$ cat config.mk
export PLATFORM = sky130hd
export DESIGN_NAME = symbol_text_sched
export DESIGN_NICKNAME = d
export VERILOG_FILES = /design/src/rtl/symbol_text_sched_pkg.sv /design/src/rtl/symbol_text_sched_cursor.sv /design/src/rtl/symbol_text_sched.sv
export SDC_FILE = /design/constraint.sdc
export NUM_CORES = 1
export LEC_CHECK = 0
export CAP_MARGIN = 10
export CORE_MARGIN = 4
export CORE_UTILIZATION = 52
export CTS_BUF_LIST = sky130_fd_sc_hd__clkbuf_8 sky130_fd_sc_hd__clkbuf_16
export DETAILED_ROUTE_END_ITERATION = 10
export PLACE_DENSITY_LB_ADDON = 0.05
export SYNTH_ARGS = -nofsm -noshare
export SYNTH_HDL_FRONTEND = slang
export SYNTH_SLANG_ARGS = --single-unit
$ cat constraint.sdc
create_clock -name clk_i -period 4.15 [get_ports clk_i]
set_clock_uncertainty 0.05 [all_clocks]
set_input_delay 0.83 -clock clk_i [delete_from_list [all_inputs] [get_ports clk_i]]
set_output_delay 0.83 -clock clk_i [all_outputs]
set_load 0.05 [all_outputs]
$ cat src/rtl/symbol_text_sched_pkg.sv
// rtl/symbol_text_sched_pkg.sv - symbol codes, ASCII constants, FSM states and translation table for symbol_text_sched
package symbol_text_sched_pkg;

  localparam int P_SYMBOL_CODE_WIDTH = 7;
  localparam int P_DEFAULT_COLS      = 40;
  localparam int P_DEFAULT_ROWS      = 15;

  // Symbol codes: 0..9 digits, 10..35 letters, then punctuation, then ENTER.
  localparam logic [7:0] SYM_DIGIT_0  = 8'd0;
  localparam logic [7:0] SYM_LETTER_A = 8'd10;
  localparam logic [7:0] SYM_PLUS     = 8'd36;
  localparam logic [7:0] SYM_MINUS    = 8'd37;
  localparam logic [7:0] SYM_MUL      = 8'd38;
  localparam logic [7:0] SYM_DIV      = 8'd39;
  localparam logic [7:0] SYM_EQUAL    = 8'd40;
  localparam logic [7:0] SYM_COMMA    = 8'd41;
  localparam logic [7:0] SYM_DOT      = 8'd42;
  localparam logic [7:0] SYM_SPACE    = 8'd43;
  localparam logic [7:0] SYM_DQUOTE   = 8'd44;
  localparam logic [7:0] SYM_SQUOTE   = 8'd45;
  localparam logic [7:0] SYM_ENTER    = 8'd46;

  localparam logic [7:0] P_ASCII_DIGIT_0 = 8'h30;
  localparam logic [7:0] P_ASCII_A       = 8'h41;
  localparam logic [7:0] P_ASCII_PLUS    = 8'h2B;
  localparam logic [7:0] P_ASCII_MINUS   = 8'h2D;
  localparam logic [7:0] P_ASCII_MUL     = 8'h2A;
  localparam logic [7:0] P_ASCII_DIV     = 8'h2F;
  localparam logic [7:0] P_ASCII_EQUAL   = 8'h3D;
  localparam logic [7:0] P_ASCII_COMMA   = 8'h2C;
  localparam logic [7:0] P_ASCII_DOT     = 8'h2E;
  localparam logic [7:0] P_ASCII_DQUOTE  = 8'h22;
  localparam logic [7:0] P_ASCII_SQUOTE  = 8'h27;
  localparam logic [7:0] P_ASCII_SPACE   = 8'h20;
  localparam logic [7:0] P_ASCII_UNKNOWN = 8'h3F;

  typedef enum logic [1:0] {
    ST_IDLE  = 2'd0,
    ST_WRITE = 2'd1,
    ST_CLEAR = 2'd2
  } state_e;

  function automatic logic [7:0] symbol_to_ascii(input logic [15:0] code);
    logic [7:0] c;
    logic [7:0] ch;
    c  = code[7:0];
    ch = P_ASCII_UNKNOWN;
    if (code[15:8] == 8'd0) begin
      if (c < SYM_LETTER_A) begin
        ch = P_ASCII_DIGIT_0 + (c - SYM_DIGIT_0);
      end else if (c < SYM_PLUS) begin
        ch = P_ASCII_A + (c - SYM_LETTER_A);
      end else begin
        case (c)
          SYM_PLUS:   ch = P_ASCII_PLUS;
          SYM_MINUS:  ch = P_ASCII_MINUS;
          SYM_MUL:    ch = P_ASCII_MUL;
          SYM_DIV:    ch = P_ASCII_DIV;
          SYM_EQUAL:  ch = P_ASCII_EQUAL;
          SYM_COMMA:  ch = P_ASCII_COMMA;
          SYM_DOT:    ch = P_ASCII_DOT;
          SYM_SPACE:  ch = P_ASCII_SPACE;
          SYM_DQUOTE: ch = P_ASCII_DQUOTE;
          SYM_SQUOTE: ch = P_ASCII_SQUOTE;
          default:    ch = P_ASCII_UNKNOWN;
        endcase
      end
    end
    return ch;
  endfunction

endpackage

$ cat src/rtl/symbol_text_sched_cursor.sv
// rtl/symbol_text_sched_cursor.sv - text_cursor: column/row counters with wrap and row-major address
module text_cursor
  import symbol_text_sched_pkg::*;
#(
  parameter int P_COLS       = P_DEFAULT_COLS,
  parameter int P_ROWS       = P_DEFAULT_ROWS,
  parameter int P_ADDR_WIDTH = 10
) (
  input  logic                        clk_i,
  input  logic                        rst_i,
  input  logic                        advance_i,
  input  logic                        newline_i,
  output logic [$clog2(P_COLS)-1:0]   col_o,
  output logic [$clog2(P_ROWS)-1:0]   row_o,
  output logic                        row_end_o,
  output logic [P_ADDR_WIDTH-1:0]     addr_o,
  output logic [P_ADDR_WIDTH-1:0]     next_base_o
);

  localparam int COL_W = $clog2(P_COLS);
  localparam int ROW_W = $clog2(P_ROWS);
  localparam logic [P_ADDR_WIDTH-1:0] COLS_A = P_ADDR_WIDTH'(P_COLS);

  logic [COL_W-1:0] col_q, col_d;
  logic [ROW_W-1:0] row_q, row_d, row_next;

  assign row_end_o = (col_q == COL_W'(P_COLS - 1));

  always_comb begin
    row_next = (row_q == ROW_W'(P_ROWS - 1)) ? '0 : row_q + ROW_W'(1);
    col_d    = col_q;
    row_d    = row_q;
    if (newline_i || (advance_i && row_end_o)) begin
      col_d = '0;
      row_d = row_next;
    end else if (advance_i) begin
      col_d = col_q + COL_W'(1);
    end
  end

  always_ff @(posedge clk_i or posedge rst_i) begin
    if (rst_i) begin
      col_q <= '0;
      row_q <= '0;
    end else begin
      col_q <= col_d;
      row_q <= row_d;
    end
  end

  // next_base_o is where a row blank starts once the cursor moves down.
  assign addr_o      = P_ADDR_WIDTH'(row_q) * COLS_A + P_ADDR_WIDTH'(col_q);
  assign next_base_o = P_ADDR_WIDTH'(row_next) * COLS_A;
  assign col_o       = col_q;
  assign row_o       = row_q;

endmodule

$ cat src/rtl/symbol_text_sched.sv
// rtl/symbol_text_sched.sv - round-robin symbol writer into VGA text RAM
// Row blanking on new rows is built when SYMBOL_TEXT_SCHED_ROW_CLEAR_EN is defined.
module symbol_text_sched
  import symbol_text_sched_pkg::*;
#(
  parameter int P_SYMBOL_WIDTH = P_SYMBOL_CODE_WIDTH,
  parameter int P_COLS         = P_DEFAULT_COLS,
  parameter int P_ROWS         = P_DEFAULT_ROWS,
  parameter int P_ADDR_WIDTH   = 10
) (
  input  logic                        clk_i,
  input  logic                        rst_i,
  input  logic                        req0_valid_i,
  input  logic                        req1_valid_i,
  input  logic [P_SYMBOL_WIDTH-1:0]   req0_symbol_i,
  input  logic [P_SYMBOL_WIDTH-1:0]   req1_symbol_i,
  output logic                        req0_ready_o,
  output logic                        req1_ready_o,
  output logic                        wr_en_o,
  output logic [P_ADDR_WIDTH-1:0]     wr_addr_o,
  output logic [7:0]                  wr_data_o,
  output logic [$clog2(P_COLS)-1:0]   cursor_col_o,
  output logic [$clog2(P_ROWS)-1:0]   cursor_row_o,
  output logic                        busy_o
);

  state_e                    state_q;
  logic                      last_q;
  logic                      wr_en_q;
  logic [P_ADDR_WIDTH-1:0]   wr_addr_q;
  logic [7:0]                wr_data_q;

  logic                      grant0, grant1, idle, xfer;
  logic [P_SYMBOL_WIDTH-1:0] sel_sym;
  logic                      sel_enter;
  logic                      row_end;
  logic [P_ADDR_WIDTH-1:0]   cur_addr, next_base;

  // last_q holds the most recently granted port; a tie goes to the other one.
  always_comb begin
    grant0 = req0_valid_i && (!req1_valid_i || last_q);
    grant1 = req1_valid_i && (!req0_valid_i || !last_q);
  end

  assign idle         = (state_q == ST_IDLE) && !rst_i;
  assign req0_ready_o = idle && grant0;
  assign req1_ready_o = idle && grant1;
  assign xfer         = req0_ready_o || req1_ready_o;
  assign sel_sym      = grant0 ? req0_symbol_i : req1_symbol_i;
  assign sel_enter    = (sel_sym == P_SYMBOL_WIDTH'(SYM_ENTER));

  text_cursor #(
    .P_COLS       (P_COLS),
    .P_ROWS       (P_ROWS),
    .P_ADDR_WIDTH (P_ADDR_WIDTH)
  ) u_cursor (
    .clk_i       (clk_i),
    .rst_i       (rst_i),
    .advance_i   (state_q == ST_WRITE),
    .newline_i   (xfer && sel_enter),
    .col_o       (cursor_col_o),
    .row_o       (cursor_row_o),
    .row_end_o   (row_end),
    .addr_o      (cur_addr),
    .next_base_o (next_base)
  );

`ifdef SYMBOL_TEXT_SCHED_ROW_CLEAR_EN
  localparam int COL_W = $clog2(P_COLS);
  logic [COL_W-1:0] clr_cnt_q;
`else
  logic unused_clear_sigs;
  assign unused_clear_sigs = row_end ^ (^next_base);
`endif

  always_ff @(posedge clk_i or posedge rst_i) begin
    if (rst_i) begin
      state_q   <= ST_IDLE;
      last_q    <= 1'b1;
      wr_en_q   <= 1'b0;
      wr_addr_q <= '0;
      wr_data_q <= '0;
`ifdef SYMBOL_TEXT_SCHED_ROW_CLEAR_EN
      clr_cnt_q <= '0;
`endif
    end else begin
      case (state_q)
        ST_IDLE: begin
          wr_en_q <= 1'b0;
          if (xfer) begin
            last_q <= grant1;
            if (!sel_enter) begin
              state_q   <= ST_WRITE;
              wr_en_q   <= 1'b1;
              wr_addr_q <= cur_addr;
              wr_data_q <= symbol_to_ascii(16'(sel_sym));
            end
`ifdef SYMBOL_TEXT_SCHED_ROW_CLEAR_EN
            else begin
              state_q   <= ST_CLEAR;
              wr_en_q   <= 1'b1;
              wr_addr_q <= next_base;
              wr_data_q <= P_ASCII_SPACE;
              clr_cnt_q <= '0;
            end
`endif
          end
        end
        ST_WRITE: begin
          state_q <= ST_IDLE;
          wr_en_q <= 1'b0;
`ifdef SYMBOL_TEXT_SCHED_ROW_CLEAR_EN
          if (row_end) begin
            state_q   <= ST_CLEAR;
            wr_en_q   <= 1'b1;
            wr_addr_q <= next_base;
            wr_data_q <= P_ASCII_SPACE;
            clr_cnt_q <= '0;
          end
`endif
        end
`ifdef SYMBOL_TEXT_SCHED_ROW_CLEAR_EN
        ST_CLEAR: begin
          if (clr_cnt_q == COL_W'(P_COLS - 1)) begin
            state_q <= ST_IDLE;
            wr_en_q <= 1'b0;
          end else begin
            clr_cnt_q <= clr_cnt_q + COL_W'(1);
            wr_addr_q <= wr_addr_q + P_ADDR_WIDTH'(1);
          end
        end
`endif
        default: begin
          state_q <= ST_IDLE;
          wr_en_q <= 1'b0;
        end
      endcase
    end
  end

  assign wr_en_o   = wr_en_q;
  assign wr_addr_o = wr_addr_q;
  assign wr_data_o = wr_data_q;
  assign busy_o    = (state_q != ST_IDLE);

endmodule

# ---- Word level (Yosys, flattened, before mapping)
# Index checks and enable logic that the tools add are counted.
dict set report classes {
  addsub 6
  multipliers 1
  n_lt_le_gt_ge 2
  eq_ne 16
  n_mux 13
  bitwise 1
  reduce_logical 21
}
# operator n
set ops {}
lappend ops {{$eq A7 B6 Y1 const B} 11}
lappend ops {{$pmux W5 S10} 1}
lappend ops {{$mux W8} 2}
lappend ops {{$mux W6} 2}
lappend ops {{$add A10 B6 Y10} 1}
lappend ops {{$add A6 B7 Y8 const A} 1}
lappend ops {{$add A7 B8 Y8 const A} 1}
lappend ops {{$sub A7 B4 Y8 const B} 1}
lappend ops {{$logic_and A1 B1 Y1} 7}
lappend ops {{$lt A7 B4 Y1 const B} 1}
lappend ops {{$lt A7 B6 Y1 const B} 1}
lappend ops {{$mul A4 B3 Y7 const B} 1}
lappend ops {{$mux W7} 1}
lappend ops {{$add A6 B1 Y6 const B} 1}
lappend ops {{$eq A6 B6 Y1 const B} 1}
lappend ops {{$mux W2} 3}
lappend ops {{$add A4 B1 Y4 const B} 1}
lappend ops {{$eq A4 B4 Y1 const B} 1}
lappend ops {{$logic_not A1 Y1} 4}
lappend ops {{$logic_or A1 B1 Y1} 4}
lappend ops {{$mux W4} 1}
lappend ops {{$ne A2 B2 Y1 const B} 2}
lappend ops {{$reduce_and A2 Y1} 2}
lappend ops {{$reduce_bool A2 Y1} 2}
lappend ops {{5 further kinds} 7}
dict set report word_totals {
  regBits 32
  in_bits 18
  out_inout_bits 32
  wordCells 67
}

# ---- Logic depth before layout (Yosys ltp)
# Gate-level depths: netlist of run 1.
dict set report logic_depth {
  depth_word 8
  mapped_depth 16
  depth_no_buf 12
}

# ---- By module
# A second synthesis of run 1 with hierarchy kept.
dict set report unflattened {
  hier_cells 312
  hier_area_um2 2647.5
}
# module n_inst cells_per_inst area_each_um2 seq_area_each_um2
set by_module_without_submodules {}
lappend by_module_without_submodules {symbol_text_sched 1 206 1661.6 526.8}
lappend by_module_without_submodules {text_cursor 1 106 985.9 250.2}

# ---- Least setup slack after synthesis of run 1
# No wires, ideal clock.
dict set report synth_timing {
  path_kind {input-to-reg}
  from {in req1_valid_i}
  to {reg u_cursor.row_q[0] (netlist: u_cursor.row_o[0])}
  setup_ps 125
  arrival_time_ps 3141
  t_required_ps 3975
  path_slack_ps 835
  stages 11
  n_path_buf 2
  cell_sequence {and2b_2 > nor2_4 > buf_6 > mux2i_1 > ha_1 > and3b_1 > nand3_1 > o32a_1 > o22ai_2 > buf_6 > mux2_2}
}
dict set report synth_between {
  elab_chain_len 7
  word_cells_on_any_way 11
  cone_classes {1 x eq/ne; 1 x mux; 9 x reduce/logical}
}
# item line
set synth_rtl {}
lappend synth_rtl {{from (decl)} symbol_text_sched.sv:14} ;# input logic req1_valid_i,
lappend synth_rtl {{$logic_not A1 Y1} symbol_text_sched.sv:41} ;# grant0 = req0_valid_i && (!req1_valid_i || last_q);
lappend synth_rtl {{$logic_or A1 B1 Y1} symbol_text_sched.sv:41}
lappend synth_rtl {{$logic_and A1 B1 Y1} symbol_text_sched.sv:41}
lappend synth_rtl {{$mux W7 or $logic_and A1 B1 Y1 (tied branches)} {symbol_text_sched.sv:49, symbol_text_sched.sv:46}}
lappend synth_rtl {{$eq A7 B6 Y1 or $logic_or A1 B1 Y1 (tied branches)} {symbol_text_sched.sv:50, symbol_text_sched.sv:48}}
lappend synth_rtl {{$logic_and A1 B1 Y1 *} symbol_text_sched.sv:60} ;# .newline_i (xfer && sel_enter),
lappend synth_rtl {{$logic_or A1 B1 Y1 *} symbol_text_sched_cursor.sv:33} ;# if (newline_i || (advance_i && row_end_o)) begin
lappend synth_rtl {{to (signal assigned)} symbol_text_sched_cursor.sv:47} ;# row_q <= row_d;
lappend synth_rtl {{to (decl)} symbol_text_sched_cursor.sv:25} ;# logic [ROW_W-1:0] row_q, row_d, row_next;
# Every way passes the cells marked *; elsewhere a longest branch is shown, timed or not.
# A chain may end at the register's enable or synchronous reset.

# ---- Worst setup path after layout of run 1
dict set report layout_timing {
  from {in req1_valid_i}
  to {reg u_cursor.row_q[2] (netlist: u_cursor.row_o[2])}
}
# The elaborated chain is that of the path after synthesis.

==> results of run 1 <==
## metrics by stage
stage | std cells | utilization, %
floorplan | 287 | -
global placement | 391 | 63.8
detailed placement | 391 | 63.8
CTS | 399 | 65.9
global route | 399 | 65.9
finish | 399 | 65.9
## synth_stat cells, drive strengths merged (2+ instances only)
cell     instances
nand2           41
dfrtp           30
nor2            23
o21ai           20
a21oi           16
buf             16
inv             14
mux2i           11
ha              10
nand3            7
xnor2            7
nand2b           6
nor3             6
xor2             6
a31oi            5
or3              5
nand4            4
o31ai            4
a2111oi          3
nor2b            3
or2              3
a211oi           2
a21o             2
a22oi            2
a2bb2oi          2
a32o             2
a41oi            2
and2             2
and3b            2
clkbuf           2
fa               2
mux2             2
nor4             2
o211a            2
o22ai            2
## final cells by class
class / instances / area (µm²) / share of cell area [%]
clock buffers: 7 / 96.3 / 3.10
clock inverters: 1 / 3.75 / 0.121
inverters: 14 / 52.6 / 1.69
multi-input cells: 224 / 1570 / 50.3
flip-flops and latches: 31 / 777 / 25.0
well taps: 67 / 83.8 / 2.69
repair buffers: 55 / 533 / 17.1
## metal layers
layer  routed length, µm  global-route usage (%)  vias up  share of wire [%]
li1                    -                       -     1125                  -
met1                2990                    32.9     1114                 48
met2                2730                    31.3      107                 43
met3                 485                    6.03       11                7.7
met4                  87                    7.47        0                1.4
met5                   0                       0        -                  0
## sequential cells by signal, summed over array words and instances (netlist names)
register        cells
wr_en_o             1
u_cursor.row_o      4
last_q              1
wr_data_o           8
u_cursor.col_o      6
wr_addr_o          10
state_q             1
## worst max-delay path, cell delays in order
cell and delay, ps:
clkdlybuf4s50_1 500, and2b_2 290, nor2_4 180, mux2i_1 270, ha_1 190, and3b_1 180
nand3_1 130, o32a_1 400, o22ai_2 210, buf_4 200, a31oi_1 90, a41o_1 210
## power by group through the flow
stage	Clock, µW	Sequential [µW]	Combinational, µW
2_1_floorplan	0	717	440
3_3_place_gp	0	487	919
3_5_place_dp	0	487	929
4_1_cts	261	484	936
5_1_grt	277	499	1010
6_report	255	482	931
## final timing paths
kind	from	endpoint	depth (start not counted)
worst max-delay path	req1_valid_i	u_cursor.row_o[2]$_DFFE_PP0N_	12
worst min-delay path	wr_addr_o[9]$_DFFE_PP0P_	wr_addr_o[9]$_DFFE_PP0P_	2
worst max register to register	last_q$_DFFE_PP1P_	u_cursor.row_o[2]$_DFFE_PP0N_	11
worst min register to register	wr_addr_o[9]$_DFFE_PP0P_	wr_addr_o[9]$_DFFE_PP0P_	2
max in group asynchronous	rst_i	last_q$_DFFE_PP1P_	3
min in group asynchronous	rst_i	u_cursor.col_o[1]$_DFFE_PP0P_	3
## cells by family (layout without fill, tap and decap cells)
group	count (synthesis)	count (layout)
mux	13	13
simple gates	111	111
xor+xnor	13	13
compound gates	75	75
fa+ha+maj	12	12
flops	31	31
buf+inv	32	77
==> flow_summary_export.csv, run 1 <==
group,metric,value,unit
layout,antenna_cells,0,
run,cap_violations,0,
pwr,cellPowerDensity,536,nW/µm²
logic_synthesis,yosys_warnings,0,
floorplanning,die_area,6040,µm²
status,status,"complete, no violations",
placed_design,io_buffers,49,
floorplanning,rows,25,
layout,layout_commonest_cell,"clkdlybuf4s50_1",
global_route,antenna_found_initial,0,
pwr,ir_drop,0.592,mV
routing,postRouteAntennaNets,0,
layout,final_area,3110,µm²
routing,drt_iter0_markers,212,
sta,fmax,0.280,GHz
pwr,pwr-share-comb,55.8,%
clocking,htree_levels,2,
setup_path,worstPathMaxFanout,9,
sta,period_minus_slack,3570,ps
sta,tightest_slew,554,ps
sta,timing.final.ws_setup,576,ps
routing,vias,2357,
logic_synthesis,yosysUniqueCellTypes,72,
logic_synthesis,synthSimpleGateAreaFrac,22.7,%
sta,setup_tns,0,ps
pwr,pwr-share-seq,28.9,%
pwr,power_leakage,0.00131,µW
logic_synthesis,synth_fp_nets,317,
setup_path,critPathRequiredTime,4270,ps
pwr,switching_share,46.9,%
clocking,cts_buffer_depth,2,
clocking,path_clk_slew,60,ps
layout,syn2layout_area_growth,23.1,%
routing,drtPass1Iterations,4,
global_route,grt_pass1_vias,2277,
logic_synthesis,synth_compound_area_share,22.3,%
pwr,finalPower,1670,µW
floorplanning,die_w,77.7,µm
layout,layout.nets,361,
logic_synthesis,synth_ff_type,"dfrtp_1",
clocking,post-cts-setup-buffer-count,0,
routing,wire_per_inst,15.8,µm
setup_path,arrival,3700,ps
logic_synthesis,synth_xor_area_share,4.50,%
logic_synthesis,async_flop_share,100,%
clocking,cts_tree,"done",
clocking,cts_sinks,31,
routing,wl,6.29,mm
setup_path,worstSetupPathType,"primary input to flop",
setup_path,cp-end-kind,"flop",
placed_design,dp_hpwl,4.68,mm
logic_synthesis,synth_top_area_cell,"dfrtp_1",
floorplanning,ios,50,
floorplanning,floorplan.initialDensity,53.5,%
sta,rsz0062_at_grt,"no",
clocking,root_buffer,"clkbuf_8",
logic_synthesis,synth.mux.area_fraction,5.89,%
placed_design,dpl_cell_area,3010,µm²
floorplanning,coreArea,4720,µm²
logic_synthesis,synth-adder-area-share,6.53,%
layout,final_cell_mix,"clkdlybuf4s50_1, nand2_1, dfrtp_1",
pwr,clkPwrFrac,15.3,%
sta,finalCritPeriodShare,86.1,%
clocking,clk_latency,280,ps
clocking,holdBufCountCts,0,
logic_synthesis,syn_area,2530,µm²
logic_synthesis,synth_edf_count,0,
placed_design,dpl_worst_slack,280,ps
routing,vias_per_cell,5.91,
setup_path,start_kind,"primary input",
clocking,numCtsBuffers,5,
floorplanning,dieHeight,77.7,µm
logic_synthesis,syn-mean-instance-area,8.81,µm²
sta,whs,427,ps
global_route,grt_overflow,0,
logic_synthesis,synth.yosys.seq_area_share,30.7,%
layout,drive_gt1_share,11.7,%
logic_synthesis,synth_top_cell_area_share,29.7,%
global_route,grt_use_total,22.3,%
sta,max_slew_margin,62.7,%
logic_synthesis,synth.ff_latch_count,31,
placed_design,gp_congestion,0.967,
global_route,grt_max_degree,32,
pwr,p_switching,782,µW
clocking,post_cts_resized,0,
setup_path,r2r_slack,1100,ps
pwr,intPower,885,µW
routing,drc,0,
global_route,grt_pass1_wl,10.9,mm
logic_synthesis,synthTopCellsByArea,"dfrtp_1, nand2_1, ha_1",
layout,n_fill_cell,410,
min_path,min_path_type,"flop to flop",
sta,hold_violations,0,
logic_synthesis,synth_cells,287,
sta,finalMaxSlewViolations,0,
sta,setup_viol,0,
logic_synthesis,synth_top_family_by_area,"simple AND/OR/NAND/NOR gates",
Power figures use the tool's default switching activity.
==> inputs of run 2 (changes only) <==
HOLD_SLACK_MARGIN = 0.08   (was not set)
==> results of run 2 <==
No change in the layout: final DEF, timing and power equal those of run 1.
==> inputs of run 3 (changes only) <==
GPL_TIMING_DRIVEN = 0   (was not set)
==> run 3 against run 2 <==
Compared with the run above: sequential power barely moved; worst hold slack got worse by 3.5 ps; count of clock-buffer cells in the layout fell by 2; global-route usage rose by 0.12 points; non-clock buffer count rose by 9.
==> flow_summary_export.csv, run 3 (synthesis results as in run 1) <==
group,metric,value,unit
status,status,"complete, no violations",
clocking,post_cts_resized,0,
setup_path,worstPathMaxFanout,10,
placed_design,dpl_worst_slack,-137,ps
floorplanning,floorplan.initialDensity,53.5,%
layout,layout_commonest_cell,"clkdlybuf4s50_1",
global_route,grt_use_total,22.5,%
layout,ff_latch_area,777,µm²
placed_design,gp_congestion,0.885,
layout,final_util,67.3,%
setup_path,start_kind,"primary input",
clocking,cts_sinks,31,
layout,largest_reg_flops,10,
sta,period_minus_slack,3920,ps
setup_path,arrival,4040,ps
layout,final_cell_mix,"clkdlybuf4s50_1, nand2_1, dfrtp_1",
sta,finalCritPeriodShare,94.4,%
sta,rsz0062_at_grt,"no",
floorplanning,dieHeight,77.7,µm
sta,setup_viol,0,
pwr,power_leakage,0.00135,µW
routing,drtPass1Iterations,4,
floorplanning,die_w,77.7,µm
global_route,antenna_found_initial,0,
layout,multiInputGateArea,1570,µm²
setup_path,critical-path-slowest-cell,"clkdlybuf4s50_1",
layout,drive_gt1_share,14.7,%
sta,timing.final.ws_setup,232,ps
clocking,htree_levels,2,
min_path,min_path_type,"flop to flop",
layout,layout.nets,370,
clocking,root_buffer,"clkbuf_8",
run,cap_violations,0,
clocking,post-cts-setup-buffer-count,0,
routing,postRouteAntennaNets,0,
clocking,numCtsBuffers,5,
setup_path,crit_cells,12,
clocking,cts_tree,"done",
sta,max_slew_margin,64.9,%
setup_path,max_stage_delay,510,ps
pwr,ir_drop,0.484,mV
setup_path,cp.buffers_inverters,3,
routing,vias,2298,
sta,whs,424,ps
setup_path,cp-end-kind,"flop",
routing,drt_iter0_markers,263,
global_route,grt_pass1_wl,10.8,mm
sta,fmax,0.255,GHz
layout,n_fill_cell,400,
placed_design,dp_hpwl,4.84,mm
clocking,holdBufCountCts,0,
layout,syn2layout_area_growth,25.8,%
clocking,path_clk_slew,60,ps
sta,tightest_slew,525,ps
clocking,cts_buffer_depth,2,
routing,wl,6.32,mm
layout,antenna_cells,0,
placed_design,io_buffers,45,
routing,vias_per_cell,5.63,
setup_path,r2r_cells,11,
routing,drc,0,
global_route,grt_overflow,0,
floorplanning,die_area,6040,µm²
floorplanning,rows,25,
pwr,cellPowerDensity,526,nW/µm²
setup_path,path_common_cell,"buf_6",
setup_path,critPathRequiredTime,4270,ps
sta,hold_violations,0,
setup_path,cp_top_family,"buffers and inverters",
setup_path,worstSetupPathType,"primary input to flop",
setup_path,crit_path_cell_trace,"clkdlybuf4s50_1, and2b_2, nor2_4, buf_6, mux2i_2, ha_2, and3b_1, nand3_1, o32a_1, o22ai_2, buf_6, mux2_2",
floorplanning,ios,50,
global_route,grt_max_degree,32,
global_route,grt_pass1_vias,2230,
min_path,whs_path_depth,2,
sta,finalMaxSlewViolations,0,
routing,wire_per_inst,15.5,µm
floorplanning,coreArea,4720,µm²
clocking,clk_latency,290,ps
run 3: final cells by class:
| type | count | area share, % |
|---|---|---|
| multi-input combinational | 224 | 49.4 |
| sequential | 31 | 24.4 |
| timing repair buffer | 46 | 15.1 |
| buffer | 18 | 4.21 |
| tap | 67 | 2.64 |
| clock buffer | 5 | 2.16 |
| inverter | 14 | 1.65 |
| clock inverter | 3 | 0.393 |
run 3: worst min-delay path, delay by kind of cell, from the launching register on:
kind	cells	cell delay [ps]
DFF	1	340
and+or+nand+nor	1	40
AOI/OAI and AO/OA	1	50
run 3: per-stage QoR:
stage / instance area, µm² / instances / TNS, ps / total power (µW)
2_1_floorplan: 2530 / 287 / 0 / 1160
3_3_place_gp: 3060 / 399 / -2160 / 1430
3_5_place_dp: 3060 / 399 / -1740 / 1450
4_1_cts: 3140 / 407 / 0 / 1680
5_1_grt: 3180 / 408 / 0 / 1790
6_report: 3180 / 408 / 0 / 1670
run 3: where the power goes:
part	internal (µW)	total, µW	leakage (µW)	switching (µW)
clock	113	225	0.0000505	113
sequential	394	481	0.000373	87.0
combinational	368	967	0.000929	599
total	874	1670	0.00135	799
run 3: final timing paths:
path	startpoint	endpoint	slack [ps]
hold reg to reg	wr_addr_o[9]$_DFFE_PP0P_	wr_addr_o[9]$_DFFE_PP0P_	420
setup reg to reg	last_q$_DFFE_PP1P_	u_cursor.row_o[0]$_DFFE_PP0N_	760
min in group asynchronous	rst_i	state_q[0]$_DFFE_PP0P_	810
max in group asynchronous	rst_i	wr_data_o[1]$_DFFE_PP0P_	2810
setup / recovery	req1_valid_i	u_cursor.row_o[0]$_DFFE_PP0N_	230
hold / removal	wr_addr_o[9]$_DFFE_PP0P_	wr_addr_o[9]$_DFFE_PP0P_	420
run 3: routing by layer:
layer / wire length (µm) / track usage, % / up-vias
met4: 53 / 6.23 / 0
met5: 0 / 0 / -
li1: - / - / 1135
met2: 2940 / 34.6 / 97
met3: 555 / 7.19 / 10
met1: 2770 / 30.2 / 1056
